===== src/rtl/cash_reg_pkg.sv =====
// Shared package for the cash register / change dispenser family.
// Holds the FSM state encoding used by change_dispenser and the coin code
// constants shared with the hopper side.
package cash_reg_pkg;

  typedef enum logic [2:0] {
    ST_IDLE     = 3'd0,
    ST_CALC     = 3'd1,
    ST_DISPENSE = 3'd2,
    ST_DONE     = 3'd3,
    ST_SHORT    = 3'd4
  } state_t;

  localparam logic [1:0] COIN_D0 = 2'd0;
  localparam logic [1:0] COIN_D1 = 2'd1;
  localparam logic [1:0] COIN_D2 = 2'd2;
  localparam logic [1:0] COIN_D3 = 2'd3;

endpackage


===== src/rtl/change_dispenser_if.sv =====
// Bus between a payment controller/hopper and change_dispenser.
// Handshake: a coin moves exactly on a cycle where CoinValid & CoinReady are
// both 1 at the rising clock edge; while CoinValid=1 and CoinReady=0 the
// dispenser holds Coin and Remaining stable, and CoinValid never drops
// without a handshake.
// Signals: Load/Paid/Due start a transaction; CoinValid/Coin/CoinReady carry
// coins; Remaining, Busy, Done, Short report status; State is a debug view
// of the FSM. Optional CoinCount exists only when COIN_COUNT_EN is defined.
interface change_dispenser_if #(
  parameter int W = 4
);
  import cash_reg_pkg::*;

  logic         Load;
  logic [W-1:0] Paid;
  logic [W-1:0] Due;
  logic         CoinReady;
  logic         CoinValid;
  logic [1:0]   Coin;
  logic [W-1:0] Remaining;
  logic         Busy;
  logic         Done;
  logic         Short;
`ifdef COIN_COUNT_EN
  logic [W-1:0] CoinCount;
`endif
  state_t       State;

  modport master (
    output Load, Paid, Due, CoinReady,
    input  CoinValid, Coin, Remaining, Busy, Done, Short,
`ifdef COIN_COUNT_EN
           CoinCount,
`endif
           State
  );

  modport slave (
    input  Load, Paid, Due, CoinReady,
    output CoinValid, Coin, Remaining, Busy, Done, Short,
`ifdef COIN_COUNT_EN
           CoinCount,
`endif
           State
  );

endinterface


===== src/rtl/add_w.sv =====
// AddW: W-bit ripple-carry adder shared across the codebase.
// Ports: a_i, b_i operands; c0_i carry-in; s_o sum; ovf_o carry-out.
// Used as a subtractor by feeding ~b and c0=1; ovf_o=1 then means no borrow.
module AddW #(
  parameter int W = 4
) (
  input  logic [W-1:0] a_i,
  input  logic [W-1:0] b_i,
  input  logic         c0_i,
  output logic [W-1:0] s_o,
  output logic         ovf_o
);

  logic [W:0] carry;

  assign carry[0] = c0_i;

  for (genvar i = 0; i < W; i++) begin : g_fa
    assign s_o[i]     = a_i[i] ^ b_i[i] ^ carry[i];
    assign carry[i+1] = (a_i[i] & b_i[i]) | (carry[i] & (a_i[i] ^ b_i[i]));
  end

  assign ovf_o = carry[W];

endmodule


===== src/rtl/coin_select.sv =====
// coin_select: greedy coin encoder. Picks the largest denomination that fits
// in the remaining amount.
// Ports: rem_i remaining change; coin_o coin code 3..0 (0 when rem_i is 0,
// which only happens outside DISPENSE).
module coin_select
  import cash_reg_pkg::*;
#(
  parameter int           W    = 4,
  parameter logic [W-1:0] DEN3 = 4'd10,
  parameter logic [W-1:0] DEN2 = 4'd5,
  parameter logic [W-1:0] DEN1 = 4'd2
) (
  input  logic [W-1:0] rem_i,
  output logic [1:0]   coin_o
);

  always_comb begin
    coin_o = COIN_D0;
    if (rem_i >= DEN3)      coin_o = COIN_D3;
    else if (rem_i >= DEN2) coin_o = COIN_D2;
    else if (rem_i >= DEN1) coin_o = COIN_D1;
  end

endmodule


===== src/rtl/change_dispenser.sv =====
// change_dispenser: computes change = Paid - Due and pays it out one coin per
// handshake, greedy largest-first.
// Ports: Clock (rising edge), Reset_n (async, active low), bus (slave side of
// change_dispenser_if: Load/Paid/Due in, CoinValid/Coin/CoinReady coin
// handshake, Remaining/Busy/Done/Short status, State debug).
// Optional feature macro: COIN_COUNT_EN adds a per-transaction coin counter
// on bus.CoinCount.
module change_dispenser
  import cash_reg_pkg::*;
#(
  parameter int W    = 4,
  parameter int DEN3 = 10,
  parameter int DEN2 = 5,
  parameter int DEN1 = 2,
  parameter int DEN0 = 1
) (
  input  logic             Clock,
  input  logic             Reset_n,
  change_dispenser_if.slave bus
);

  // DEN0 must be 1 so every amount terminates; strict ordering keeps the
  // greedy encoder meaningful.
  if (!(DEN3 < 2**W && DEN3 > DEN2 && DEN2 > DEN1 && DEN1 > DEN0 && DEN0 == 1))
  begin : g_den_check
    $error("change_dispenser: illegal DEN parameter set");
  end

  localparam logic [W-1:0] DEN3_W = DEN3[W-1:0];
  localparam logic [W-1:0] DEN2_W = DEN2[W-1:0];
  localparam logic [W-1:0] DEN1_W = DEN1[W-1:0];
  localparam logic [W-1:0] DEN0_W = DEN0[W-1:0];

  state_t       state_q;
  logic [W-1:0] paid_q, due_q, rem_q;
  logic         valid_q, busy_q, done_q, short_q;

  logic [1:0]   coin;
  logic [W-1:0] den_sel;
  logic [W-1:0] diff;
  logic         no_borrow;
  logic [W-1:0] rem_d;
  logic         pay_ok;
  logic         hs;

  coin_select #(
    .W    (W),
    .DEN3 (DEN3_W),
    .DEN2 (DEN2_W),
    .DEN1 (DEN1_W)
  ) u_coin_select (
    .rem_i  (rem_q),
    .coin_o (coin)
  );

  always_comb begin
    den_sel = DEN0_W;
    case (coin)
      COIN_D3: den_sel = DEN3_W;
      COIN_D2: den_sel = DEN2_W;
      COIN_D1: den_sel = DEN1_W;
      default: den_sel = DEN0_W;
    endcase
  end

  // Paid - Due; carry-out low means Paid < Due.
  AddW #(.W(W)) u_sub_calc (
    .a_i   (paid_q),
    .b_i   (~due_q),
    .c0_i  (1'b1),
    .s_o   (diff),
    .ovf_o (no_borrow)
  );

  // Remaining - DEN[Coin]. The encoder never picks a coin larger than
  // Remaining, so pay_ok is always 1 in DISPENSE; gating on it keeps
  // Remaining from ever wrapping.
  AddW #(.W(W)) u_sub_pay (
    .a_i   (rem_q),
    .b_i   (~den_sel),
    .c0_i  (1'b1),
    .s_o   (rem_d),
    .ovf_o (pay_ok)
  );

  assign hs = valid_q & bus.CoinReady & pay_ok;

`ifdef COIN_COUNT_EN
  logic [W-1:0] count_q;
  assign bus.CoinCount = count_q;
`endif

  always_ff @(posedge Clock or negedge Reset_n) begin
    if (!Reset_n) begin
      state_q <= ST_IDLE;
      paid_q  <= '0;
      due_q   <= '0;
      rem_q   <= '0;
      valid_q <= 1'b0;
      busy_q  <= 1'b0;
      done_q  <= 1'b0;
      short_q <= 1'b0;
`ifdef COIN_COUNT_EN
      count_q <= '0;
`endif
    end else begin
      done_q  <= 1'b0;
      short_q <= 1'b0;
      case (state_q)
        ST_IDLE: begin
          if (bus.Load) begin
            paid_q  <= bus.Paid;
            due_q   <= bus.Due;
            busy_q  <= 1'b1;
            state_q <= ST_CALC;
`ifdef COIN_COUNT_EN
            count_q <= '0;
`endif
          end
        end
        ST_CALC: begin
          if (!no_borrow) begin
            short_q <= 1'b1;
            state_q <= ST_SHORT;
          end else if (diff == '0) begin
            done_q  <= 1'b1;
            state_q <= ST_DONE;
          end else begin
            rem_q   <= diff;
            valid_q <= 1'b1;
            state_q <= ST_DISPENSE;
          end
        end
        ST_DISPENSE: begin
          if (hs) begin
            rem_q <= rem_d;
`ifdef COIN_COUNT_EN
            count_q <= count_q + W'(1);
`endif
            if (rem_d == '0) begin
              valid_q <= 1'b0;
              done_q  <= 1'b1;
              state_q <= ST_DONE;
            end
          end
        end
        ST_DONE, ST_SHORT: begin
          busy_q  <= 1'b0;
          state_q <= ST_IDLE;
        end
        default: begin
          rem_q   <= '0;
          valid_q <= 1'b0;
          busy_q  <= 1'b0;
          state_q <= ST_IDLE;
        end
      endcase
    end
  end

  assign bus.CoinValid = valid_q;
  assign bus.Coin      = coin;
  assign bus.Remaining = rem_q;
  assign bus.Busy      = busy_q;
  assign bus.Done      = done_q;
  assign bus.Short     = short_q;
  assign bus.State     = state_q;

endmodule


===== src/flat_wrapper.sv =====
// flat-port wrapper written by rule: the top's interface ports become plain ports
module change_dispenser_flat import cash_reg_pkg::*;
#(
  parameter int W    = 4,
  parameter int DEN3 = 10,
  parameter int DEN2 = 5,
  parameter int DEN1 = 2,
  parameter int DEN0 = 1
)
  (Clock, Reset_n, bus_Load, bus_Paid, bus_Due, bus_CoinReady, bus_CoinValid, bus_Coin, bus_Remaining, bus_Busy, bus_Done, bus_Short, bus_State);
  change_dispenser_if #(.W(W)) bus_i ();
  input  logic Clock;
  input  logic Reset_n;
  input wire logic [$bits(bus_i.Load)-1:0] bus_Load;
  input wire logic [$bits(bus_i.Paid)-1:0] bus_Paid;
  input wire logic [$bits(bus_i.Due)-1:0] bus_Due;
  input wire logic [$bits(bus_i.CoinReady)-1:0] bus_CoinReady;
  output wire logic [$bits(bus_i.CoinValid)-1:0] bus_CoinValid;
  output wire logic [$bits(bus_i.Coin)-1:0] bus_Coin;
  output wire logic [$bits(bus_i.Remaining)-1:0] bus_Remaining;
  output wire logic [$bits(bus_i.Busy)-1:0] bus_Busy;
  output wire logic [$bits(bus_i.Done)-1:0] bus_Done;
  output wire logic [$bits(bus_i.Short)-1:0] bus_Short;
  output wire logic [$bits(bus_i.State)-1:0] bus_State;
  assign bus_i.Load = bus_Load;
  assign bus_i.Paid = bus_Paid;
  assign bus_i.Due = bus_Due;
  assign bus_i.CoinReady = bus_CoinReady;
  assign bus_CoinValid = bus_i.CoinValid;
  assign bus_Coin = bus_i.Coin;
  assign bus_Remaining = bus_i.Remaining;
  assign bus_Busy = bus_i.Busy;
  assign bus_Done = bus_i.Done;
  assign bus_Short = bus_i.Short;
  assign bus_State = bus_i.State;
  change_dispenser #(.W(W), .DEN3(DEN3), .DEN2(DEN2), .DEN1(DEN1), .DEN0(DEN0)) u_core (.Clock(Clock), .Reset_n(Reset_n), .bus(bus_i));
endmodule

===== config.mk =====
export PLATFORM = sky130hd
export DESIGN_NAME = change_dispenser_flat
export DESIGN_NICKNAME = d
export VERILOG_FILES = /design/src/rtl/cash_reg_pkg.sv /design/src/rtl/change_dispenser_if.sv /design/src/rtl/add_w.sv /design/src/rtl/coin_select.sv /design/src/rtl/change_dispenser.sv /design/src/flat_wrapper.sv
export SDC_FILE = /design/constraint.sdc
export NUM_CORES = 1
export LEC_CHECK = 0
export CORE_MARGIN = 8
export CORE_UTILIZATION = 49
export DETAILED_ROUTE_END_ITERATION = 7
export PLACE_DENSITY = 0.78
export SKIP_LAST_GASP = 1
export SYNTH_ARGS = -nofsm -noshare
export SYNTH_HDL_FRONTEND = slang
export SYNTH_SLANG_ARGS = --single-unit
export TNS_END_PERCENT = 10

===== constraint.sdc =====
create_clock -name Clock -period 3.85 [get_ports Clock]
set_input_delay 0.77 -clock Clock [delete_from_list [all_inputs] [get_ports Clock]]
set_output_delay 0.77 -clock Clock [all_outputs]
set_load 0.05 [all_outputs]

Word-level counts from Yosys, hierarchy flattened
Index checks and enable logic that the tools add are counted.
- register bits after elaboration: 19
- latch bits: 0
- RAM bits: 0
- ROM bits: 0
- bits of input ports: 12
- output and inout bits: 13
- word-level logic and storage cells: 105
- memories kept: 0
- add/subtract/negate cells: 0
- multipliers: 0
- div/mod/pow operators: 0
- $lt $le $gt $ge: 3
- equality and inequality tests: 12
- shift-type cells: 0
- mux-type cells: 28
- bitwise logic cells: 44
- reductions and logical operators: 10
- operator list (cell ; number):
    one-hot mux 4 bit (3 select lines) ; 2
    AND 1 bit ; 16
    bitwise XOR 1 bit ; 14
    two-way mux 1 bit ; 13
    two-way mux 3 bit ; 4
    two-way mux 4 bit ; 3
    one-hot mux 3 bit (3 select lines) ; 1
    logical NOT 4 bit ; 2
    inverter 4 bit ; 2
    OR 1 bit ; 8
    equality test 3 x 2 -> 1 bit, second input constant ; 2
    inequality test 2 x 1 -> 1 bit, second input constant ; 3
    AND reduction 5 bit ; 1
    equality test 2 bit, second input constant ; 2
    >= comparator 4 x 2 -> 1 bit, second input constant ; 1
    >= comparator 4 x 3 -> 1 bit, second input constant ; 1
    >= comparator 4 bit, second input constant ; 1
    two-way mux 2 bit ; 2
    inequality test 2 bit, second input constant ; 2
    inverter 1 bit ; 4
    one-hot mux 1 bit (2 select lines) ; 2
    AND reduction 2 bit ; 2
    AND reduction 4 bit ; 1
    equality test 3 x 1 -> 1 bit, second input constant ; 1
    7 further kinds ; 7

Longest topological paths before layout
Gate-level depths: netlist of run 1.
- depth in word-level cells: 18
- mapped depth: 13
- mapped depth without buffers: 13

Modules after synthesis
A second synthesis of run 1 with hierarchy kept.
- cell total of the unflattened synthesis: 109
- area, all modules: 1154.9 µm²
- modules (own cells, without submodules) (module ; instances ; cells an instance ; area each (µm²) ; seq. area each (µm²)):
    change_dispenser ; 1 ; 76 ; 892.1 ; 475.5
    AddW ; 2 ; 14 ; 117.6 ; 0.0
    coin_select ; 1 ; 5 ; 27.5 ; 0.0

Worst setup path before layout of run 1
No wires, ideal clock.
- path kind: flip-flop to flip-flop
- start: reg u_core.rem_q[2] (netlist: u_core.bus.Remaining[2])
- end: reg u_core.state_q[0] (netlist: u_core.bus.State[0])
- library setup time: 92 ps
- data arrival time: 3572 ps
- data required time: 3758 ps
- setup slack: 186 ps
- stages on the path, launching flop included: 10
- cell sequence: dfrtp_1 inv_1 o21ai_0 nor2b_1 fa_1 fa_1 nand2_1 or4b_4 mux2_4 o31ai_2
- elaborated cells between the ends (all ways): 35
- those cells by class: order compare: 3; eq/ne: 5; mux: 4; bitwise: 21; reduce/logical: 2
- RTL lines (item ; line ; RTL):
    start: declaration ; change_dispenser.sv:35 ; logic [W-1:0] paid_q, due_q, rem_q;
    start signal: assignment ; change_dispenser.sv:129 ; rem_q <= diff;
    start signal: assignment ; change_dispenser.sv:136 ; rem_q <= rem_d;
    >= comparator 4 x 3 -> 1 bit ; coin_select.sv:20 ; else if (rem_i >= DEN2) coin_o = COIN_D2;
    two-way mux 2 bit ; coin_select.sv:20 ;
    two-way mux 2 bit * ; coin_select.sv:19 ; if (rem_i >= DEN3) coin_o = COIN_D3;
    named net bus_Coin[1] ; flat_wrapper.sv:19 ; output wire logic [$bits(bus_i.Coin)-1:0] bus_Coin;
    equality test 2 x 1 -> 1 bit / equality test 2 bit (equally long branches) ; change_dispenser.sv:58 ; case (coin)
    one-hot mux 4 bit (3 select lines) * ; change_dispenser.sv:58 ;
    inverter 4 bit * ; change_dispenser.sv:80 ; .b_i (~den_sel),
    AND 1 bit / bitwise XOR 1 bit (equally long branches) ; add_w.sv:20, add_w.sv:19 ;
    [2 not listed] ; n/a ;
    OR 1 bit ; add_w.sv:20 ; assign carry[i+1] = (a_i[i] & b_i[i]) | (carry[i] & (a_i[i] ^ b_i[i]));
    AND 1 bit ; add_w.sv:20 ;
    OR 1 bit ; add_w.sv:20 ;
    AND 1 bit ; add_w.sv:20 ;
    OR 1 bit ; add_w.sv:20 ;
    AND 1 bit ; change_dispenser.sv:86 ; assign hs = valid_q & bus.CoinReady & pay_ok;
    inequality test 2 x 1 -> 1 bit (no line) ; n/a ;
    AND reduction 3 bit (no line) * ; n/a ;
    end signal: assignment ; change_dispenser.sv:95 ; state_q <= ST_IDLE;
    end signal: assignment ; change_dispenser.sv:115 ; state_q <= ST_CALC;
    end signal: assignment ; change_dispenser.sv:124 ; state_q <= ST_SHORT;
    end: declaration ; change_dispenser.sv:34 ; state_t state_q;
Mark *: on every way through the listed nets, which the timed path passes. The rest lies on a longest branch.
A chain may end at the register's enable or synchronous reset.

Worst setup path after layout of run 1
- start: reg u_core.rem_q[1] (netlist: u_core.bus.Remaining[1])
- end: reg u_core.state_q[0] (netlist: u_core.bus.State[0])
- cells in the longest elaborated chain, start to end: 18
- elaborated cells between the ends (all ways): 35
- those cells by class: order compare: 3; eq/ne: 5; mux: 4; bitwise: 21; reduce/logical: 2
- RTL lines (item ; line ; RTL):
    >= comparator 4 x 2 -> 1 bit ; coin_select.sv:21 ; else if (rem_i >= DEN1) coin_o = COIN_D1;
    two-way mux 1 bit ; coin_select.sv:21 ;
    two-way mux 2 bit ; coin_select.sv:20 ;
    two-way mux 2 bit ; coin_select.sv:19 ;
    equality test 2 x 1 -> 1 bit / equality test 2 bit (equally long branches) ; change_dispenser.sv:58 ;
    one-hot mux 4 bit (3 select lines) ; change_dispenser.sv:58 ;
    inverter 4 bit ; change_dispenser.sv:80 ;
    AND 1 bit / bitwise XOR 1 bit (equally long branches) ; add_w.sv:20, add_w.sv:19 ;
    [2 not listed] ; n/a ;
    OR 1 bit ; add_w.sv:20 ;
    AND 1 bit ; add_w.sv:20 ;
    OR 1 bit ; add_w.sv:20 ;
    AND 1 bit ; add_w.sv:20 ;
    OR 1 bit ; add_w.sv:20 ;
    AND 1 bit ; change_dispenser.sv:86 ;
    inequality test 2 x 1 -> 1 bit (no line) ; n/a ;
    AND reduction 3 bit (no line) * ; n/a ;
Every way passes the cells marked *; elsewhere a longest branch is shown, timed or not.

==> results.md, run 1 <==
- Core Area: 2148 um2
- WP data required: 4.06 ns
- Ratio of cells with drive above 1 in the final layout: 11.90%
- Final min period: 3.296 ns
- Register bit count reported by yosys: 19
- Fin nets: 147
- Io pins: 25
- Clock transition at path regs: 0.10 ns
- Critical path, cell by cell: nor2_1, nor2_1, a21o_1, ha_1, inv_1, fa_1, inv_1, fa_1, fa_1, nand3b_1, or4b_4, mux2_4, o31ai_2
- Pwr dens: 993.1 nW/um2
- GRT Overall Usage: 11.52%
- Die area: 3965 um2
- Row count: 17
- Top post-synthesis cells by area: dfrtp_1 (44%), fa_1 (11%), mux2_2 (6.2%)
- Type of origin of the critical path: flop
- Final core utilization: 63.37%
- Top sig layer: met3
- Worst hold-check path type: flop to flop
- Max clock buf depth: 2
- CTS sink count: 19
- Crit path capture type: flop
- Number of enable flip-flop cells after synthesis: 0
- Vias in the first global route: 857
- Post_cts resized: 0
- Status: complete, no violations
- Max transition margin: 43.22%
- Leak Pwr: 0.0006055 uW
- Area delta synth->final: 25.93%
- CTS Hold Buffers Added: 0
- Synth Flop Type: dfrtp_1
- Setup Buffers After CTS: 0
- Final setup viols: 0
- Syn_nets: 121
- Hold Fails Final Rpt: 0
- Synth area leader: dfrtp_1
- DP Wirelength: 1796 um
- Hold WS: 0.5638 ns
- DP Worst Slack: 0.5542 ns
- CTS H-tree lvls: 1
- Syn Area/Cell: 10.70 um2
- Synth cell types: 30
- Worst EP arrival: 3.50 ns
- Skew final: 0.001414 ns
- Post-synth top cells: dfrtp_1 (19), inv_1 (13), nand2_1 (9), o21ai_0 (9), nor2_1 (7)
- GP Congestion: 0.9041
- Fin area: 1361 um2
- IO Port Bufs: 24
- Period utilization: 85.61%
- DIE WIDTH: 62.97 um
- RSZ-0062 raised after global routing: no
- CTS tree: built
- Number of synthesis warnings: 0
- Post-synth top area share: 43.98%
- Peak supply drop: 0.0004518 V
- Most used standard cell by instance count after synthesis: dfrtp_1
- Worst-Margin Slew: 0.8490 ns
- DRT met1 WL: 894 um
- Remaining Overflow, GRT: 0
- DRC violations left: 0
- Die Span Y: 62.97 um
- Metal2 WL: 1175 um
- CP max-delay cell: or4b_4
- Post-synthesis instance area: 1081 um2
- Critical path peak fanout: 5
- Vias: 808
- Ant. Diodes: 0
- Buf/Inv on CP: 2
- First-pass GRT wire length: 3795 um
- Achievable frequency: 303.4 MHz
- Routed wire length: 2203 um
- Fin Setup TNS: 0 ns
- Num CTS Buffers: 3
- Routed length per instance: 14.31 um
- Number of detailed-route iterations in the first pass: 4
- Mapped Cells: 101
- CP max stage delay: 0.53 ns
- Number of routed nets with antenna violations: 0
- Async SR Flop Fraction: 100.0%
- Pins Over Slew Limit: 0
- DR iter-0 viols: 36
- Crit Path Class: flop to flop
- Via density: 5.247
- Initial Util: 50.32%
- Met3 routed WL: 133 um
- Final setup margin: 0.5540 ns
- Largest net degree at the start of global routing: 20
- Crit-path most repeated cell: fa_1
- Root Buffer: clkbuf_4
- Sequential-to-total area share from yosys stat: 43.98%
- Max-cap violations: 0
- Worst-skew pair later-pin latency: 0.29 ns
- Initial antenna violation count: 0
- Cell area after placement: 1335 um2
- Cell family with most CP delay: adder cells
-- cell usage in the layout (no fill, tap or decap), types with 6 or more instances in the layout --
cell             count
mux2_2               6
nand2_1              9
nor2_1               7
inv_1               13
dfrtp_1             19
o21ai_0              9
clkdlybuf4s50_1     24
fa_1                 6
-- final cells by class --
cell class              count  area [um2]
well taps                  28       35.03
clock buffers               4       26.28
flip-flops and latches     19       475.5
fillers                   188       787.0
repair buffers             25       247.7
multi-input cells          65       528.0
inverters                  13       48.80
-- power breakdown --
group,switching [uW],internal (uW)
clock network,56.4,40.2
logic,507,378
registers,86.8,284
total,650,702
-- stage by stage --
stage,power [uW],std cells
after floorplan,1022,101
after global placement,1236,150
after detailed placement,1260,150
after CTS,1368,154
after global routing,1466,154
final,1352,154
-- sequential cells by signal, indices dropped and copies added (netlist names) --
| signal | flops |
|---|---|
| u_core.bus.Busy | 1 |
| u_core.bus.CoinValid | 1 |
| u_core.bus.Done | 1 |
| u_core.bus.Remaining | 4 |
| u_core.bus.Short | 1 |
| u_core.bus.State | 3 |
| u_core.due_q | 4 |
| u_core.paid_q | 4 |
-- final timing paths --
path | startpoint | to | slack [ns] | cells after the start
max | u_core.bus.Remaining[1] | u_core.bus.State[0] | 0.55 | 13
min | u_core.paid_q[3] | u_core.paid_q[3] | 0.56 | 1
max reg2reg | u_core.bus.Remaining[1] | u_core.bus.State[0] | 0.55 | 13
min reg2reg | u_core.paid_q[3] | u_core.paid_q[3] | 0.56 | 1
max in group asynchronous | Reset_n | u_core.bus.Remaining[2] | 2.37 | 1
min in group asynchronous | Reset_n | u_core.bus.State[0] | 0.96 | 1
-- cells by family (layout without fill, tap and decap cells) --
| kind of cell | count (synthesis) | after routing | share of synthesized area, % |
|---|---|---|---|
| compound gates | 19 | 19 | 12.04 |
| buf+inv | 17 | 42 | 7.176 |
| fa+ha+maj | 8 | 8 | 13.43 |
| simple gates | 29 | 29 | 13.89 |
| mux | 9 | 9 | 9.490 |
| flops | 19 | 19 | 43.98 |
-- per-layer routing --
| layer | GRT usage, % | vias up |
|---|---|---|
| met1 | 13.02 | 393 |
| li1 | - | 395 |
| met2 | 20.23 | 20 |
| met3 | 3.405 | 0 |
| met5 | 0 | - |
| met4 | 3.419 | 0 |
Note: power is estimated with default switching activity, not from simulation.
==> inputs of run 2 (changes only) <==
--- a/config.mk
+++ b/config.mk
@@ -7,6 +7,7 @@
 export LEC_CHECK = 0
 export CORE_MARGIN = 8
 export CORE_UTILIZATION = 49
+export CTS_CLUSTER_DIAMETER = 120
 export DETAILED_ROUTE_END_ITERATION = 7
 export PLACE_DENSITY = 0.78
 export SKIP_LAST_GASP = 1
==> results of run 2 <==
Final layout, timing and power as in run 1 (identical DEF).
==> inputs of run 3 (changes only) <==
--- a/config.mk
+++ b/config.mk
@@ -9,9 +9,9 @@
 export CORE_UTILIZATION = 49
 export CTS_CLUSTER_DIAMETER = 120
 export DETAILED_ROUTE_END_ITERATION = 7
+export GPL_TIMING_DRIVEN = 0
 export PLACE_DENSITY = 0.78
 export SKIP_LAST_GASP = 1
 export SYNTH_ARGS = -nofsm -noshare
 export SYNTH_HDL_FRONTEND = slang
 export SYNTH_SLANG_ARGS = --single-unit
-export TNS_END_PERCENT = 10
==> run 3 against run 2 <==
Fmax hardly changed. Critical path type unchanged. Core utilization increased by 0.99 points. Clock skew fell by 0.00068 ns. Routed wire length decreased by 0.41%. Die area unchanged. Combinational power increased by 6.3%.
==> results.md, run 3 (same netlist as run 1, synthesis figures left out) <==
- IO Port Bufs: 24
- DIE WIDTH: 62.97 um
- Cells on worst reg2reg path: 13
- Initial antenna violation count: 0
- Status: complete, no violations
- Hold Fails Final Rpt: 0
- RSZ-0062 raised after global routing: no
- Peak supply drop: 0.0004822 V
- Leak Pwr: 0.0006213 uW
- Worst-Margin Slew: 0.8208 ns
- Crit path capture type: flop
- Pins Over Slew Limit: 0
- R2R Path End: u_core.bus.State[0]
- Post_cts resized: 0
- Final setup viols: 0
- Cell family with most CP delay: adder cells
- Crit-path most repeated cell: fa_1
- Critical path depth in cells: 13
- Io pins: 25
- Pwr dens: 995.9 nW/um2
- Placed cells: 153
- Initial Util: 50.32%
- Final min period: 3.299 ns
- Leading cell type in the layout, fill and taps excluded: clkdlybuf4s50_1
- Worst EP arrival: 3.51 ns
- Type of origin of the critical path: flop
- CP max stage delay: 0.54 ns
- Max clock buf depth: 2
- Metal2 WL: 1092 um
- DRC violations left: 0
- Hold path startpoint: u_core.due_q[0]
- Fin nets: 150
- Critical path peak fanout: 5
- Number of routed nets with antenna violations: 0
- Worst reg2reg setup slack: 0.55 ns
- Worst hold path depth: 1
- Skew final: 0.0007340 ns
- DRT met1 WL: 950 um
- Ratio of cells with drive above 1 in the final layout: 13.95%
- CTS Hold Buffers Added: 0
- Number of detailed-route iterations in the first pass: 4
- Area delta synth->final: 27.89%
- CTS H-tree lvls: 1
- First-pass GRT wire length: 3905 um
- Largest net degree at the start of global routing: 20
- Die Span Y: 62.97 um
- WP data required: 4.06 ns
- Root Buffer: clkbuf_4
- Remaining Overflow, GRT: 0
- Clock transition at path regs: 0.10 ns
- Final non-filler cell total: 157
- CP max-delay cell: or4b_4
- CTS sink count: 19
- Vias: 836
- Crit Path Class: flop to flop
- Fin Setup TNS: 0 ns
- Routed wire length: 2194 um
- Met3 routed WL: 120 um
- Buf/Inv on CP: 2
- GRT Overall Usage: 11.70%
- Row count: 17
- Max-cap violations: 0
- Ant. Diodes: 0
- GP Congestion: 0.8230
- Critical R2R Launch: u_core.bus.Remaining[1]
- Max transition margin: 45.11%
- Via density: 5.325
- Die area: 3965 um2
- Worst hold-check path type: flop to flop
- DR iter-0 viols: 34
- Setup Buffers After CTS: 0
- Routed length per instance: 13.97 um
- Commonest non-fill, non-tap cells in the layout: clkdlybuf4s50_1 (24), dfrtp_1 (19), inv_1 (13)
- Core Area: 2148 um2
- Worst-skew pair later-pin latency: 0.29 ns
- Achievable frequency: 303.1 MHz
- Num CTS Buffers: 3
- CTS tree: built
- Critical path, cell by cell: nor2_1, nor2_1, a21o_1, ha_1, inv_1, fa_1, inv_1, fa_1, fa_1, nand3b_1, or4b_4, mux2_4, o31ai_2
- Vias in the first global route: 892
- Hold Path Sink: u_core.due_q[0]
- DP Wirelength: 1739 um
- Period utilization: 85.70%
- Top sig layer: met4
run 3: changes by cell type in the layout (fill, tap and decap cells not counted), sizes merged:
| cell | before | now |
|---|---|---|
| buf | 1 | 3 |
| clkbuf | 4 | 5 |
run 3: worst max path at each step:
stage	end	slack, ns	startpoint
after global placement	u_core.bus.State[0]	0.62	u_core.bus.Remaining[1]
after detailed placement	u_core.bus.State[0]	0.55	u_core.bus.Remaining[1]
final	u_core.bus.State[0]	0.55	u_core.bus.Remaining[1]
after CTS	u_core.bus.State[0]	0.56	u_core.bus.Remaining[1]
after global routing	u_core.bus.State[0]	0.38	u_core.bus.Remaining[1]
after floorplan	u_core.bus.State[0]	0.19	u_core.bus.Remaining[2]
run 3: per-layer routing:
layer / global-route usage, % / up-vias
met5: 0 / -
met4: 5.698 / 0
met3: 3.405 / 4
met2: 20.23 / 22
met1: 12.69 / 412
li1: - / 398
run 3: stage by stage:
| stage | hold slack [ns] | power (uW) | util, % | instance area, um2 | setup slack [ns] |
|---|---|---|---|---|---|
| 2_1_floorplan | 0.4744 | 1022 | - | 1081 | 0.1860 |
| 3_3_place_gp | 0.5007 | 1248 | 63.13 | 1356 | 0.6173 |
| 3_5_place_dp | 0.5182 | 1277 | 63.13 | 1356 | 0.5487 |
| 4_1_cts | 0.5418 | 1383 | 64.36 | 1383 | 0.5583 |
| 5_1_grt | 0.5643 | 1487 | 64.36 | 1383 | 0.3784 |
| 6_report | 0.5393 | 1377 | 64.36 | 1383 | 0.5507 |
run 3: layout make-up:
type	instances	area (um2)
fill	180	765.7
buffer	4	28.78
tap	28	35.03
timing repair buffer	24	240.2
multi-input combinational	65	528.0
clock buffer	4	26.28
inverter	13	48.80
sequential	19	475.5
run 3: worst reg2reg max path: cells and delay by family, from the launching register on:
family	cells	cell delay, ns
compound gates	2	0.39
fa+ha+maj	4	1.08
buf+inv	2	0.11
flops	1	0.45
mux	1	0.28
simple gates	4	0.92
run 3: power breakdown:
group	internal, uW	switching, uW	leakage, uW
Sequential	284	54.0	0.000235
Combinational	396	546	0.000371
Clock	40.3	57.4	0.0000150
Total	720	657	0.000621
